--- src/rtl/tcpu_pkg.sv ---
// tcpu_pkg: shared definitions for the tiny-cpu memory subsystem.
//   DATA_W_DEF / ADDR_W_DEF : default word width and implemented address bits
//   MAX_PORTS               : largest requester count the index type can encode
//   state_t                 : arbiter sequencer states (IDLE, ACCESS, DONE)
//   port_idx_t              : encoded requester index
package tcpu_pkg;

  localparam int DATA_W_DEF = 16;
  localparam int ADDR_W_DEF = 4;
  localparam int MAX_PORTS  = 8;

  typedef enum logic [1:0] {
    IDLE   = 2'd0,
    ACCESS = 2'd1,
    DONE   = 2'd2
  } state_t;

  typedef logic [2:0] port_idx_t;

endpackage

--- src/rtl/rr_arbiter.sv ---
// rr_arbiter: combinational round-robin selector.
//   req       in  NUM_PORTS  request vector
//   last      in  idx        most recent winner; search starts at last+1
//   grant     out NUM_PORTS  one-hot winner (all zero when req == 0)
//   grant_idx out idx        encoded winner (0 when req == 0)
module rr_arbiter
  import tcpu_pkg::*;
#(
  parameter int NUM_PORTS = 2
) (
  input  logic [NUM_PORTS-1:0] req,
  input  port_idx_t            last,
  output logic [NUM_PORTS-1:0] grant,
  output port_idx_t            grant_idx
);

  logic found;

  // Two passes implement the wrap: ports above last first, then 0..last.
  always_comb begin
    grant     = '0;
    grant_idx = '0;
    found     = 1'b0;
    for (int p = 0; p < NUM_PORTS; p++) begin
      if (!found && req[p] && (p > int'(last))) begin
        found     = 1'b1;
        grant[p]  = 1'b1;
        grant_idx = port_idx_t'(p);
      end
    end
    for (int p = 0; p < NUM_PORTS; p++) begin
      if (!found && req[p] && (p <= int'(last))) begin
        found     = 1'b1;
        grant[p]  = 1'b1;
        grant_idx = port_idx_t'(p);
      end
    end
  end

endmodule

--- src/rtl/tcpu_mem_arbiter.sv ---
// tcpu_mem_arbiter: shared data/instruction memory with a round-robin
// front end. One access is serviced at a time via IDLE -> ACCESS -> DONE.
//   clk      in   clock, rising edge
//   reset_n  in   asynchronous active-low reset
//   req      in   NUM_PORTS         level request, held until ack
//   we       in   NUM_PORTS         1 = store
//   addr     in   NUM_PORTS x DATA_W word address
//   wdata    in   NUM_PORTS x DATA_W store data
//   ack      out  NUM_PORTS         one-hot, one-cycle completion pulse
//   err      out  1                 with ack: address >= DEPTH
//   rdata    out  DATA_W            with ack: read data (store data on a write)
//   busy     out  1                 sequencer not in IDLE
// Requires ADDR_W < DATA_W.
module tcpu_mem_arbiter
  import tcpu_pkg::*;
#(
  parameter int NUM_PORTS = 2,
  parameter int DATA_W    = DATA_W_DEF,
  parameter int ADDR_W    = ADDR_W_DEF
) (
  input  logic                              clk,
  input  logic                              reset_n,
  input  logic [NUM_PORTS-1:0]              req,
  input  logic [NUM_PORTS-1:0]              we,
  input  logic [NUM_PORTS-1:0][DATA_W-1:0]  addr,
  input  logic [NUM_PORTS-1:0][DATA_W-1:0]  wdata,
  output logic [NUM_PORTS-1:0]              ack,
  output logic                              err,
  output logic [DATA_W-1:0]                 rdata,
  output logic                              busy
);

  localparam int DEPTH = 2 ** ADDR_W;

  state_t                 state;
  port_idx_t              last;
  logic [NUM_PORTS-1:0]   grant;
  port_idx_t              grant_idx;
  logic [DATA_W-1:0]      sel_addr;
  logic [DATA_W-1:0]      sel_wdata;
  logic                   sel_we;

  logic [NUM_PORTS-1:0]   grant_p0;
  logic                   we_p0;
  logic [DATA_W-1:0]      addr_p0;
  logic [DATA_W-1:0]      wdata_p0;
  logic                   in_range_p0;

  logic [DATA_W-1:0]      mem [DEPTH];

  rr_arbiter #(
    .NUM_PORTS (NUM_PORTS)
  ) u_rr (
    .req       (req),
    .last      (last),
    .grant     (grant),
    .grant_idx (grant_idx)
  );

  // Winner's request fields; non-winning ports never reach the datapath.
  always_comb begin
    sel_addr  = '0;
    sel_wdata = '0;
    sel_we    = 1'b0;
    for (int p = 0; p < NUM_PORTS; p++) begin
      if (grant[p]) begin
        sel_addr  = addr[p];
        sel_wdata = wdata[p];
        sel_we    = we[p];
      end
    end
  end

  // ---- stage p0: request captured in IDLE, consumed in ACCESS ----
  always_ff @(posedge clk) begin
    if (state == IDLE && |req) begin
      grant_p0 <= grant;
      we_p0    <= sel_we;
      addr_p0  <= sel_addr;
      wdata_p0 <= sel_wdata;
    end
  end

  assign in_range_p0 = (addr_p0[DATA_W-1:ADDR_W] == '0);

  // Array is deliberately unreset. Reset forces state to IDLE
  // asynchronously, so a pending store never reaches the ACCESS edge.
  always_ff @(posedge clk) begin
    if (state == ACCESS && we_p0 && in_range_p0) begin
      mem[addr_p0[ADDR_W-1:0]] <= wdata_p0;
    end
  end

  // ---- stage p1: sequencer and registered outputs ----
  always_ff @(posedge clk or negedge reset_n) begin
    if (!reset_n) begin
      state <= IDLE;
      last  <= port_idx_t'(NUM_PORTS - 1);
      ack   <= '0;
      err   <= 1'b0;
      rdata <= '0;
      busy  <= 1'b0;
    end else begin
      case (state)
        IDLE: begin
          if (|req) begin
            state <= ACCESS;
            last  <= grant_idx;
            busy  <= 1'b1;
          end
        end
        ACCESS: begin
          state <= DONE;
          ack   <= grant_p0;
          if (!in_range_p0) begin
            err   <= 1'b1;
            rdata <= '0;
          end else if (we_p0) begin
            rdata <= wdata_p0;
          end else begin
            rdata <= mem[addr_p0[ADDR_W-1:0]];
          end
        end
        DONE: begin
          state <= IDLE;
          ack   <= '0;
          err   <= 1'b0;
          busy  <= 1'b0;
        end
        default: begin
          state <= IDLE;
          ack   <= '0;
          err   <= 1'b0;
          busy  <= 1'b0;
        end
      endcase
    end
  end

endmodule

--- config.mk ---
export PLATFORM = sky130hd
export DESIGN_NAME = tcpu_mem_arbiter
export DESIGN_NICKNAME = d
export VERILOG_FILES = /design/src/rtl/tcpu_pkg.sv /design/src/rtl/rr_arbiter.sv /design/src/rtl/tcpu_mem_arbiter.sv
export SDC_FILE = /design/constraint.sdc
export NUM_CORES = 1
export LEC_CHECK = 0
export BUFFER_PORTS_ARGS = -buffer_cell sky130_fd_sc_hd__buf_4
export CAP_MARGIN = 15
export CORE_MARGIN = 2
export CORE_UTILIZATION = 62
export DETAILED_ROUTE_END_ITERATION = 10
export GPL_TIMING_DRIVEN = 0
export PLACE_DENSITY = 0.82
export SKIP_CTS_REPAIR_TIMING = 1
export SYNTH_ARGS = -nofsm -noshare
export SYNTH_HDL_FRONTEND = slang
export SYNTH_SLANG_ARGS = --single-unit
--- constraint.sdc ---
create_clock -name clk -period 8.5 [get_ports clk]
set_clock_uncertainty 0.2 [all_clocks]
set_input_delay 0.85 -clock clk [delete_from_list [all_inputs] [get_ports clk]]
set_output_delay 0.85 -clock clk [all_outputs]
set_load 0.03 [all_outputs]
### Yosys cells after proc, flatten, opt, wreduce, memory -nomap -nowiden

Memory sizes are Yosys's and may differ from the RTL's. A register that Yosys moved wholly into a read port is not among the register bits.
Index checks and enable logic that the tools add are counted.

* $lt $le $gt $ge: 2
* eq/ne operators: 3
* multiplexer cells: 25
* bitwise logic cells: 2
* reduce and logical (&&, ||, !) cells: 15

Operators by type and width (count)
* 16-bit 2-to-1 mux: 6
* 12-bit zero test: 1
* 1-bit 2-to-1 mux: 11
* 2-bit one-hot mux with 2 select lines: 2
* 1-bit logical AND: 7
* 3-bit 2-to-1 mux: 2
* 2-bit AND reduction: 3
* 4-bit 2-to-1 mux: 1
* 1-bit one-hot mux with 2 select lines: 2
* 1-bit by 3-bit > comparator with 1-bit output (first input constant): 1
* 1-bit by 3-bit less-or-equal comparator with 1-bit output (first input constant): 1
* 2-bit by 1-bit == test with 1-bit output (second input constant): 1
* 1-bit zero test: 2
* 2-bit zero test: 1
* 2-bit 2-to-1 mux: 1
* 2-bit by 1-bit inequality test with 1-bit output (second input constant): 1
* 2-bit inequality test (second input constant): 1
* 1-bit NOT: 2
* 2-bit OR reduction: 1

* register bits after elaboration: 60
* RAM bits: 256
* output and inout bits: 20
* logic and storage cells: 58
* memories: 1

Memory list
* mem: words 16, bits a word 16, read ports 1, clocked after memory_dff 1, write ports 1, line tcpu_mem_arbiter.sv:49 `logic [DATA_W-1:0] mem [DEPTH];`

### Longest topological paths before layout

Gate-level depths: netlist (run 1).

* depth in word-level cells: 12
* gate-level depth with buffers: 7
* gate-level depth less buffers: 4

### Hierarchy

A second synthesis (run 1) with hierarchy kept.

* cell total of the unflattened synthesis: 670
* area, all modules: 12579.6 µm²

Modules (own cells, without submodules)
* tcpu_mem_arbiter: times used 1, cells an instance 662, area each 12527.0 µm²
* rr_arbiter: times used 1, cells an instance 8, area each 52.6 µm²

### Least setup slack after synthesis (run 1)

Ideal clock, no wire load.

* path kind: register -> register
* start: register addr_p0[13]
* end: memory mem[9][0] (netlist name), enable pin
* arrival time: 2419 ps
* required time: 7912 ps
* setup slack: 5492 ps
* cell stages (with the launch flop): 5
* path buffers: 0
* cell sequence: edfxtp_1 > or4_4 > nor4_4 > nand3b_1 > nor2_1

* longest elaborated chain between the ends: 4

Ends and longest elaborated chain
* start: declaration: line tcpu_mem_arbiter.sv:45 `logic [DATA_W-1:0] addr_p0;`
* start signal: assignment: line tcpu_mem_arbiter.sv:79 `addr_p0 <= sel_addr;`
* 12-bit zero test: line tcpu_mem_arbiter.sv:84 `assign in_range_p0 = (addr_p0[DATA_W-1:ADDR_W] == '0);`
* 1-bit logical AND: line tcpu_mem_arbiter.sv:89 `if (state == ACCESS && we_p0 && in_range_p0) begin`
* 1-bit 2-to-1 mux: line tcpu_mem_arbiter.sv:89
* 1-bit 2-to-1 mux (not written as such): line tcpu_mem_arbiter.sv:90 `mem[addr_p0[ADDR_W-1:0]] <= wdata_p0;`
* end: declaration: line tcpu_mem_arbiter.sv:49

No other way between the ends.

### Worst setup path after layout (run 1)

* start: register addr_p0[13]
* end: memory mem[9][9] (netlist name), enable pin

The elaborated chain is that of the path after synthesis.

==> results of run 1 <==
[per-layer routing]
metal / GRT usage (%) / up-vias
met4: 9.461 / 0
li1: - / 2982
met5: 0 / -
met2: 44.72 / 502
met3: 4.953 / 94
met1: 34.56 / 3506
[cell type report]
type / instances / area, um^2 / area share (%)
sequential: 318 / 9395 / 64.74
multi-input combinational: 298 / 2872 / 19.79
timing repair buffer: 103 / 848.3 / 5.845
clock buffer: 45 / 795.8 / 5.483
tap: 265 / 331.6 / 2.285
buffer: 40 / 190.2 / 1.310
clock inverter: 9 / 68.82 / 0.4742
inverter: 3 / 11.26 / 0.07759
[logic make-up after synthesis]
logic type      after synthesis
simple gates                 91
mux                         118
buf+inv                      43
compound gates               89
flops                       318
[critical path: stages, from the launching register on]
cell and delay, ns:
edfxtp_1 0.36, or4_4 0.59, nor4_4 0.75, nand3b_1 0.32, nor2_1 0.65, buf_4 0.33
[path summary, 6_finish.rpt]
kind,start,endpoint,cells past startpoint
max,addr_p0[13],mem[9][9],5
min,reset_n,rdata[10],1
max reg2reg,addr_p0[13],mem[9][9],5
min reg2reg,busy,busy,1
max in group asynchronous,reset_n,last[0],1
min in group clk,req[0],last[0],2
[registers in the layout (all words and copies together) (netlist names), named ones only]
register / cells
ack: 2
addr_p0: 16
busy: 1
err: 1
grant_p0: 2
last: 1
mem: 256
rdata: 16
state: 2
wdata_p0: 16
we_p0: 1
[layout by cell type (no fill, tap or decap), types with 2 or more instances in the layout]
cell type  synthesis  routed
nand4_1           16      16
nor2b_1            3       3
a22o_1            33      33
clkbuf_16          0      29
dfxtp_1            4       4
clkbuf_1          23      38
mux4_2            32      32
buf_2             14      14
dfrtp_1           22      22
buf_8              0       8
nor2_2             0      12
clkinv_1           0       4
inv_1              3       3
nand3_1           33      33
clkinv_2           0       3
a21oi_1            2       2
a22oi_1           48      48
nor4_4             2       2
mux2_2            20      20
a21boi_1           2       2
edfxtp_1         291     291
buf_6              3       7
buf_4              0      91
mux2i_1           66      66
nor2_1            23      11
nand3b_1           4       4
or4_4              3       3
[power breakdown]
group | total, W | internal, W | leakage (nW) | switching (W)
sequential | 0.00211 | 0.00194 | 2.99 | 0.000169
clock | 0.00120 | 0.000672 | 0.419 | 0.000525
combinational | 0.000991 | 0.000424 | 1.68 | 0.000567
total | 0.00430 | 0.00303 | 5.09 | 0.00126
[through the flow]
stage	std cells	power, W	util (%)	hold slack [ns]
finish	1081	0.004295	74.08	0.02209
global route	1081	0.004428	74.08	0.02786
CTS	1081	0.004294	74.08	0.005475
detailed placement	1027	0.003103	69.67	0.3021
global placement	1013	0.003047	68.59	0.2666
floorplan	659	0.002762	-	0.2654
==> flow_metrics.env, run 1 <==
export IMPL_num_vias=7084
export IMPL_synth_xor_area_share_pct=0
export IMPL_synth_top_family_by_area="multiplexers"
export IMPL_async_reset_ff_share_pct=7.233
export IMPL_wl_met1_um=10220
export IMPL_clockBufferDepth=3
export IMPL_top_layer="met4"
export IMPL_synthesis_nets=729
export IMPL_post_synth_and_or_nand_nor_area_fraction_pct=4.266
export IMPL_crit_type="register to register"
export IMPL_powerDensity_nw_per_um2=296.0
export IMPL_final_cell_area_um2=14510
export IMPL_start_util_pct=63.49
export IMPL_wl_per_cell_um=26.05
export IMPL_route_met2_wl_um=14050
export IMPL_grt_max_degree=41
export IMPL_cts_made_buffers=29
export IMPL_yosysUniqueCellTypes=32
export IMPL_fin_setup_tns_ns=0
export IMPL_hpwl_um=18460
export IMPL_design_die_area_um2=21210
export IMPL_drive_gt1_share_pct=28.19
export IMPL_dr_first_iter_drc_count=848
export IMPL_grt_first_pass_wirelength_um=42030
export IMPL_fp_row_count=51
export IMPL_relSlewSlack_pct=28.81
export IMPL_ys_warnings_count=0
export IMPL_grt_antenna_before_repair=0
export IMPL_gp_congestion=0.8632
export IMPL_finalHoldViolations=0
export IMPL_grt_pass1_vias=7296
export IMPL_ys_flop_type="edfxtp_1"
export IMPL_clock_fmax_mhz=283.0
export IMPL_grt_ovfl_total=0
export IMPL_die_w_um=145.6
export IMPL_placed_cell_area_um2=13650
export IMPL_synth_edf_count=291
export IMPL_synthTopCellsByArea="edfxtp_1, mux4_2, mux2i_1, dfrtp_1, a22oi_1"
export IMPL_synth_cells=659
export IMPL_startpoint_type="register"
export IMPL_drc=0
export IMPL_path_clk_slew_ns=0.06
export IMPL_yosysSeqAreaShare_pct=75.54
export IMPL_cts_sinks=318
export IMPL_muxShareOfSynthArea_pct=12.92
export IMPL_drv_cap=0
export IMPL_cp_data_required_time_ns=8.53
export IMPL_ys_seq_elements=318
export IMPL_synth_top_area_cell="edfxtp_1"
export IMPL_synth_top_area_share_pct=70.26
export IMPL_finalCritPeriodShare_pct=41.57
export IMPL_min_path_type="primary input to async pin"
export IMPL_first_pass_iters=8
export IMPL_die_h_um=145.6
export IMPL_preCtsSetupSlack_ns=4.989
export IMPL_tightest_slew_ns=1.067
export IMPL_avgSynthCellArea_um2=18.87
export IMPL_fin_nets=863
export IMPL_worstSetupEndpointType="register"
export IMPL_cts_root_buf="clkbuf_16"
export IMPL_fill_cells=1127
export IMPL_path_max_fanout=10
export IMPL_tritoncts="yes"
export IMPL_synth_most_common_cell="edfxtp_1"
export IMPL_status="completed"
export IMPL_io_buffers=89
export IMPL_yosys_area_share_adder_pct=0
export IMPL_ir_worst_vdd_uv=204.3
export IMPL_synthTopCellsByCount="edfxtp_1, mux2i_1, a22oi_1"
export IMPL_io_pins=90
export IMPL_grt_usage_pct=26.30
export IMPL_vias_per_cell=6.553
export IMPL_postRouteAntennaNets=0
export IMPL_crit_arrival_ns=3.56
export IMPL_met3_length_um=2887
export IMPL_synth_area_um2=12440
export IMPL_antenna_cells=0
export IMPL_r2r_slack_ns=4.97
export IMPL_setup_violations=0
export IMPL_rsz0062_at_grt="false"
export IMPL_area_delta_synth_final_pct=16.69
export IMPL_wl_um=28160
export IMPL_htree_levels=1
export IMPL_slew_viol_final=0
export IMPL_worst_slack_ns=4.967
export IMPL_core_area_um2=19590
export IMPL_synth_compound_area_share_pct=5.654
export IMPL_clkLatencyLatePin_ns=0.55
export IMPL_p_leak_nw=5.087
export IMPL_min_period_ns=3.533
(Power assumes the default switching activity.)
==> inputs of run 2 (changes only) <==
- CORE_UTILIZATION: 62 -> 60
- PLACE_DENSITY: 0.82 -> 0.79
- clock period: 8.5 -> 3.4 ns (I/O delays scaled with it)
==> flow_metrics.env, run 2 (same netlist as run 1, synthesis figures left out) <==
export IMPL_status="finished with violations"
export IMPL_failed_checks="negative setup slack"
export IMPL_cts_sinks=318
export IMPL_tritoncts="yes"
export IMPL_multiInputGateArea_um2=2892
export IMPL_worstSetupEndpointType="register"
export IMPL_relSlewSlack_pct=30.39
export IMPL_path_max_fanout=16
export IMPL_p_sw_w=0.003268
export IMPL_crit_type="register to register"
export IMPL_startpoint_type="register"
export IMPL_rsz0062_at_grt="true"
export IMPL_grt_ovfl_total=0
export IMPL_clock_fmax_mhz=286.1
export IMPL_slew_viol_final=0
export IMPL_setup_violations=57
export IMPL_grt_first_pass_wirelength_um=42810
export IMPL_vias_per_cell=6.359
export IMPL_seqPwrFrac_pct=48.2
export IMPL_gp_congestion=0.8268
export IMPL_p_leak_nw=5.366
export IMPL_grt_max_degree=41
export IMPL_tightest_slew_ns=1.043
export IMPL_seqCellArea_um2=9395
export IMPL_min_period_ns=3.496
export IMPL_powerDensity_nw_per_um2=724.8
export IMPL_htree_levels=1
export IMPL_dr_first_iter_drc_count=867
export IMPL_grt_antenna_before_repair=0
export IMPL_io_pins=90
export IMPL_drive_gt1_share_pct=26.23
export IMPL_cts_made_buffers=29
export IMPL_fill_cells=1149
export IMPL_place_inst=1024
export IMPL_start_util_pct=61.27
export IMPL_io_buffers=89
export IMPL_area_delta_synth_final_pct=21.81
export IMPL_hpwl_um=18450
export IMPL_holdWs_ns=0.007298
export IMPL_worst_slack_ns=-0.09590
export IMPL_fp_row_count=52
export IMPL_ir_worst_vdd_uv=447.6
export IMPL_finalCritPeriodShare_pct=102.8
export IMPL_clkLatencyLatePin_ns=0.54
export IMPL_reg2reg_depth=4
export IMPL_grt_usage_pct=26.36
export IMPL_grt_pass1_vias=7203
export IMPL_finalNonFillerCells=1143
export IMPL_largest_register_ff_count=256
export IMPL_regToRegStartpoint="addr_p0[9]"
export IMPL_final_common_cell="edfxtp_1"
export IMPL_p_int_w=0.007713
export IMPL_power_frac_comb_pct=24.2
export IMPL_cp_data_required_time_ns=3.35
export IMPL_crit_arrival_ns=3.45
export IMPL_wl_um=30670
export IMPL_antenna_cells=0
export IMPL_cts_root_buf="clkbuf_16"
export IMPL_switching_share_pct=29.76
export IMPL_r2r_slack_ns=-0.1
export IMPL_fin_nets=925
export IMPL_crit_path_start="addr_p0[9]"
export IMPL_drv_cap=0
export IMPL_clockBufferDepth=3
export IMPL_first_pass_iters=8
export IMPL_finalHoldViolations=0
export IMPL_crit_end="mem[9][9]"
export IMPL_die_w_um=148.0
export IMPL_die_h_um=148.0
export IMPL_p_clk_share_pct=27.6
export IMPL_postRouteAntennaNets=0
export IMPL_min_path_type="primary input to register"
export IMPL_design_die_area_um2=21900
export IMPL_final_cell_mix="edfxtp_1, buf_4, dlygate4sd3_1"
export IMPL_num_vias=7268
export IMPL_r2r_end="mem[9][9]"
export IMPL_core_area_um2=20300
export IMPL_path_clk_slew_ns=0.07
export IMPL_wl_per_cell_um=26.83
export IMPL_drc=0
[run 2: cell types whose count changed in the layout (fill, tap and decap cells not counted), sizes merged]
cell         previous run  this run
buf                   120       112
inv                     4         3
clkinv                  7         5
bufinv                  1         0
clkbuf                 68        67
dlygate4sd3             0        70
[run 2: per-layer routing]
| metal | vias up | wire length (um) | global-route usage, % |
|---|---|---|---|
| met5 | - | 0 | 0 |
| met4 | 0 | 756 | 7.857 |
| met3 | 61 | 2064 | 3.333 |
| met2 | 422 | 16780 | 47.06 |
| met1 | 3697 | 11070 | 34.30 |
| li1 | 3088 | - | - |
[run 2: power by group through the flow]
stage               Clock, W  Sequential [W]  Combinational, W
finish               0.00303         0.00529           0.00266
global route         0.00316         0.00533           0.00281
CTS                  0.00301         0.00527           0.00248
detailed placement         0         0.00535           0.00245
global placement           0         0.00530           0.00235
floorplan                  0         0.00518           0.00173
[run 2: final cells by class]
| type | instances | area share (%) |
|---|---|---|
| Timing Repair Buffer | 165 | 9.630 |
| Multi-Input combinational cell | 298 | 19.09 |
| Inverter | 3 | 0.07433 |
| Clock inverter | 5 | 0.1487 |
| Tap cell | 270 | 2.230 |
| Clock buffer | 44 | 5.558 |
| Buffer | 40 | 1.255 |
| Sequential cell | 318 | 62.02 |
[run 2: worst max-delay path, cell delays in order (launching register included)]
cell and delay, ns:
edfxtp_1 0.40, or4_4 0.60, nor4_4 0.66, nand3b_1 0.34, nor2_2 0.89
[run 2: how the worst min path moves through the flow]
stage          startpoint        end  slack, ns  cells past startpoint
2_1_floorplan     reset_n     ack[0]      -0.16                      0
3_3_place_gp      reset_n       busy       0.06                      1
3_5_place_dp      reset_n  rdata[15]       0.07                      1
4_1_cts           reset_n   state[0]      -0.49                      1
5_1_grt          addr[19]   register      0.006                      3
6_report         addr[19]   register      0.007                      3
[run 2: through the flow]
step	setup WS, ns	utilization (%)	TNS, ns	total power, W	instance area [um^2]
finish	-0.09590	74.63	-2.731	0.01098	15150
global route	-0.1871	74.63	-9.237	0.01130	15150
CTS	0.001620	71.13	0	0.01075	14440
detailed placement	0.02135	66.87	0	0.007792	13570
global placement	-0.3240	66.22	-61.01	0.007653	13440
floorplan	0.3924	-	0	0.006905	12440
==> inputs of run 3 (changes only) <==
- CORE_MARGIN: 2 -> default
- CTS_CLUSTER_DIAMETER: default -> 120
==> flow_metrics.env, run 3 (same netlist as run 1, synthesis figures left out) <==
export IMPL_status="finished with violations"
export IMPL_failed_checks="negative setup slack"
export IMPL_max_stage_delay_ns=0.87
export IMPL_io_pins=90
export IMPL_vias_per_cell=6.355
export IMPL_placed_cell_area_um2=13630
export IMPL_die_h_um=146.0
export IMPL_cp_data_required_time_ns=3.37
export IMPL_min_path_type="primary input to register"
export IMPL_area_delta_synth_final_pct=22.93
export IMPL_fin_setup_tns_ns=-2.234
export IMPL_dr_first_iter_drc_count=792
export IMPL_clockBufferDepth=3
export IMPL_grt_antenna_before_repair=0
export IMPL_path_clk_slew_ns=0.07
export IMPL_cts_made_buffers=30
export IMPL_crit_arrival_ns=3.44
export IMPL_cts_root_buf="clkbuf_16"
export IMPL_finalHoldViolations=0
export IMPL_gp_congestion=0.8435
export IMPL_wl_um=30820
export IMPL_htree_levels=1
export IMPL_min_period_ns=3.470
export IMPL_fill_cells=1105
export IMPL_grt_max_degree=41
export IMPL_slew_viol_final=0
export IMPL_grt_pass1_vias=7089
export IMPL_place_inst=1028
export IMPL_finalNonFillerCells=1154
export IMPL_antenna_cells=0
export IMPL_num_vias=7334
export IMPL_tritoncts="yes"
export IMPL_p_sw_w=0.003349
export IMPL_crit_type="register to register"
export IMPL_setup_violations=48
export IMPL_p_clk_share_pct=29.0
export IMPL_largest_register_ff_count=256
export IMPL_slowest_stage="nor2_2"
export IMPL_rsz0062_at_grt="true"
export IMPL_p_leak_nw=5.433
export IMPL_preCtsSetupSlack_ns=0.03340
export IMPL_finalCritPeriodShare_pct=102.0
export IMPL_final_common_cell="edfxtp_1"
export IMPL_crit_chain="or4_4 > nor4_4 > nand3b_1 > nor2_2"
export IMPL_drc=0
export IMPL_fp_row_count=52
export IMPL_seqPwrFrac_pct=47.4
export IMPL_tightest_slew_ns=1.035
export IMPL_ir_worst_vdd_uv=570.5
export IMPL_io_buffers=89
export IMPL_fin_nets=930
export IMPL_die_w_um=146.0
export IMPL_design_die_area_um2=21310
export IMPL_cts_sinks=318
export IMPL_postRouteAntennaNets=0
export IMPL_first_pass_iters=5
export IMPL_grt_ovfl_total=0
export IMPL_drive_gt1_share_pct=27.04
export IMPL_power_frac_comb_pct=23.7
export IMPL_final_cell_mix="edfxtp_1, buf_4, dlygate4sd3_1"
export IMPL_switching_share_pct=29.93
export IMPL_worstSetupEndpointType="register"
export IMPL_final_cell_area_um2=15290
export IMPL_grt_first_pass_wirelength_um=41730
export IMPL_powerDensity_nw_per_um2=732.1
export IMPL_start_util_pct=61.27
export IMPL_clkLatencyLatePin_ns=0.56
export IMPL_startpoint_type="register"
export IMPL_p_int_w=0.007843
export IMPL_drv_cap=0
export IMPL_clock_fmax_mhz=288.2
export IMPL_worst_slack_ns=-0.06970
export IMPL_relSlewSlack_pct=30.90
export IMPL_path_max_fanout=16
export IMPL_core_area_um2=20300
export IMPL_hpwl_um=17630
export IMPL_total_power_w=0.01119
export IMPL_grt_usage_pct=26.51
export IMPL_wl_per_cell_um=26.71
-- run 3: cell type report --
cell class	instances	area, um^2	share of cell area, %
well taps	270	337.8	2.210
flip-flops and latches	318	9395	61.45
inverters	3	11.26	0.07366
repair buffers	169	1511	9.886
clock inverters	13	95.09	0.6220
multi-input cells	298	2897	18.95
clock buffers	43	850.8	5.565
plain buffers	40	190.2	1.244
-- run 3: critical path, delay by kind of cell (launching register included) --
kind | cells | cell delay [ns]
AND/OR/NAND/NOR | 4 | 2.45
flip-flops | 1 | 0.42
-- run 3: per-stage QoR --
stage	utilization [%]	hold WS, ns
floorplan	-	-0.1556
global placement	66.22	0.05753
CTS	71.79	-0.5069
global route	75.31	0.001959
detailed placement	67.13	0.06833
finish	75.31	0.01026
-- run 3: worst paths after layout --
path / from / end / slack (ns) / depth (start not counted)
min in group asynchronous: reset_n / err / 0.03 / 2
hold reg to reg: busy / busy / 0.30 / 1
setup reg to reg: addr_p0[13] / mem[9][10] / -0.07 / 4
max in group asynchronous: reset_n / last[0] / 2.65 / 2
setup / recovery: addr_p0[13] / mem[9][10] / -0.07 / 4
hold / removal: addr[18] / register / 0.01 / 3
-- run 3: per-layer routing --
metal	track usage, %	up-vias	part of all wire, %
met3	3.950	74	6.4
met2	46.15	377	54
met1	34.34	3778	37
met4	9.375	0	3.2
li1	-	3105	-
met5	0	-	0
-- run 3: power groups by stage --
stage | logic (W) | registers, W | clock network, W
final | 0.00265 | 0.00530 | 0.00324
after global routing | 0.00279 | 0.00533 | 0.00339
after CTS | 0.00245 | 0.00527 | 0.00322
after detailed placement | 0.00241 | 0.00534 | 0
after global placement | 0.00235 | 0.00529 | 0
after floorplan | 0.00173 | 0.00518 | 0
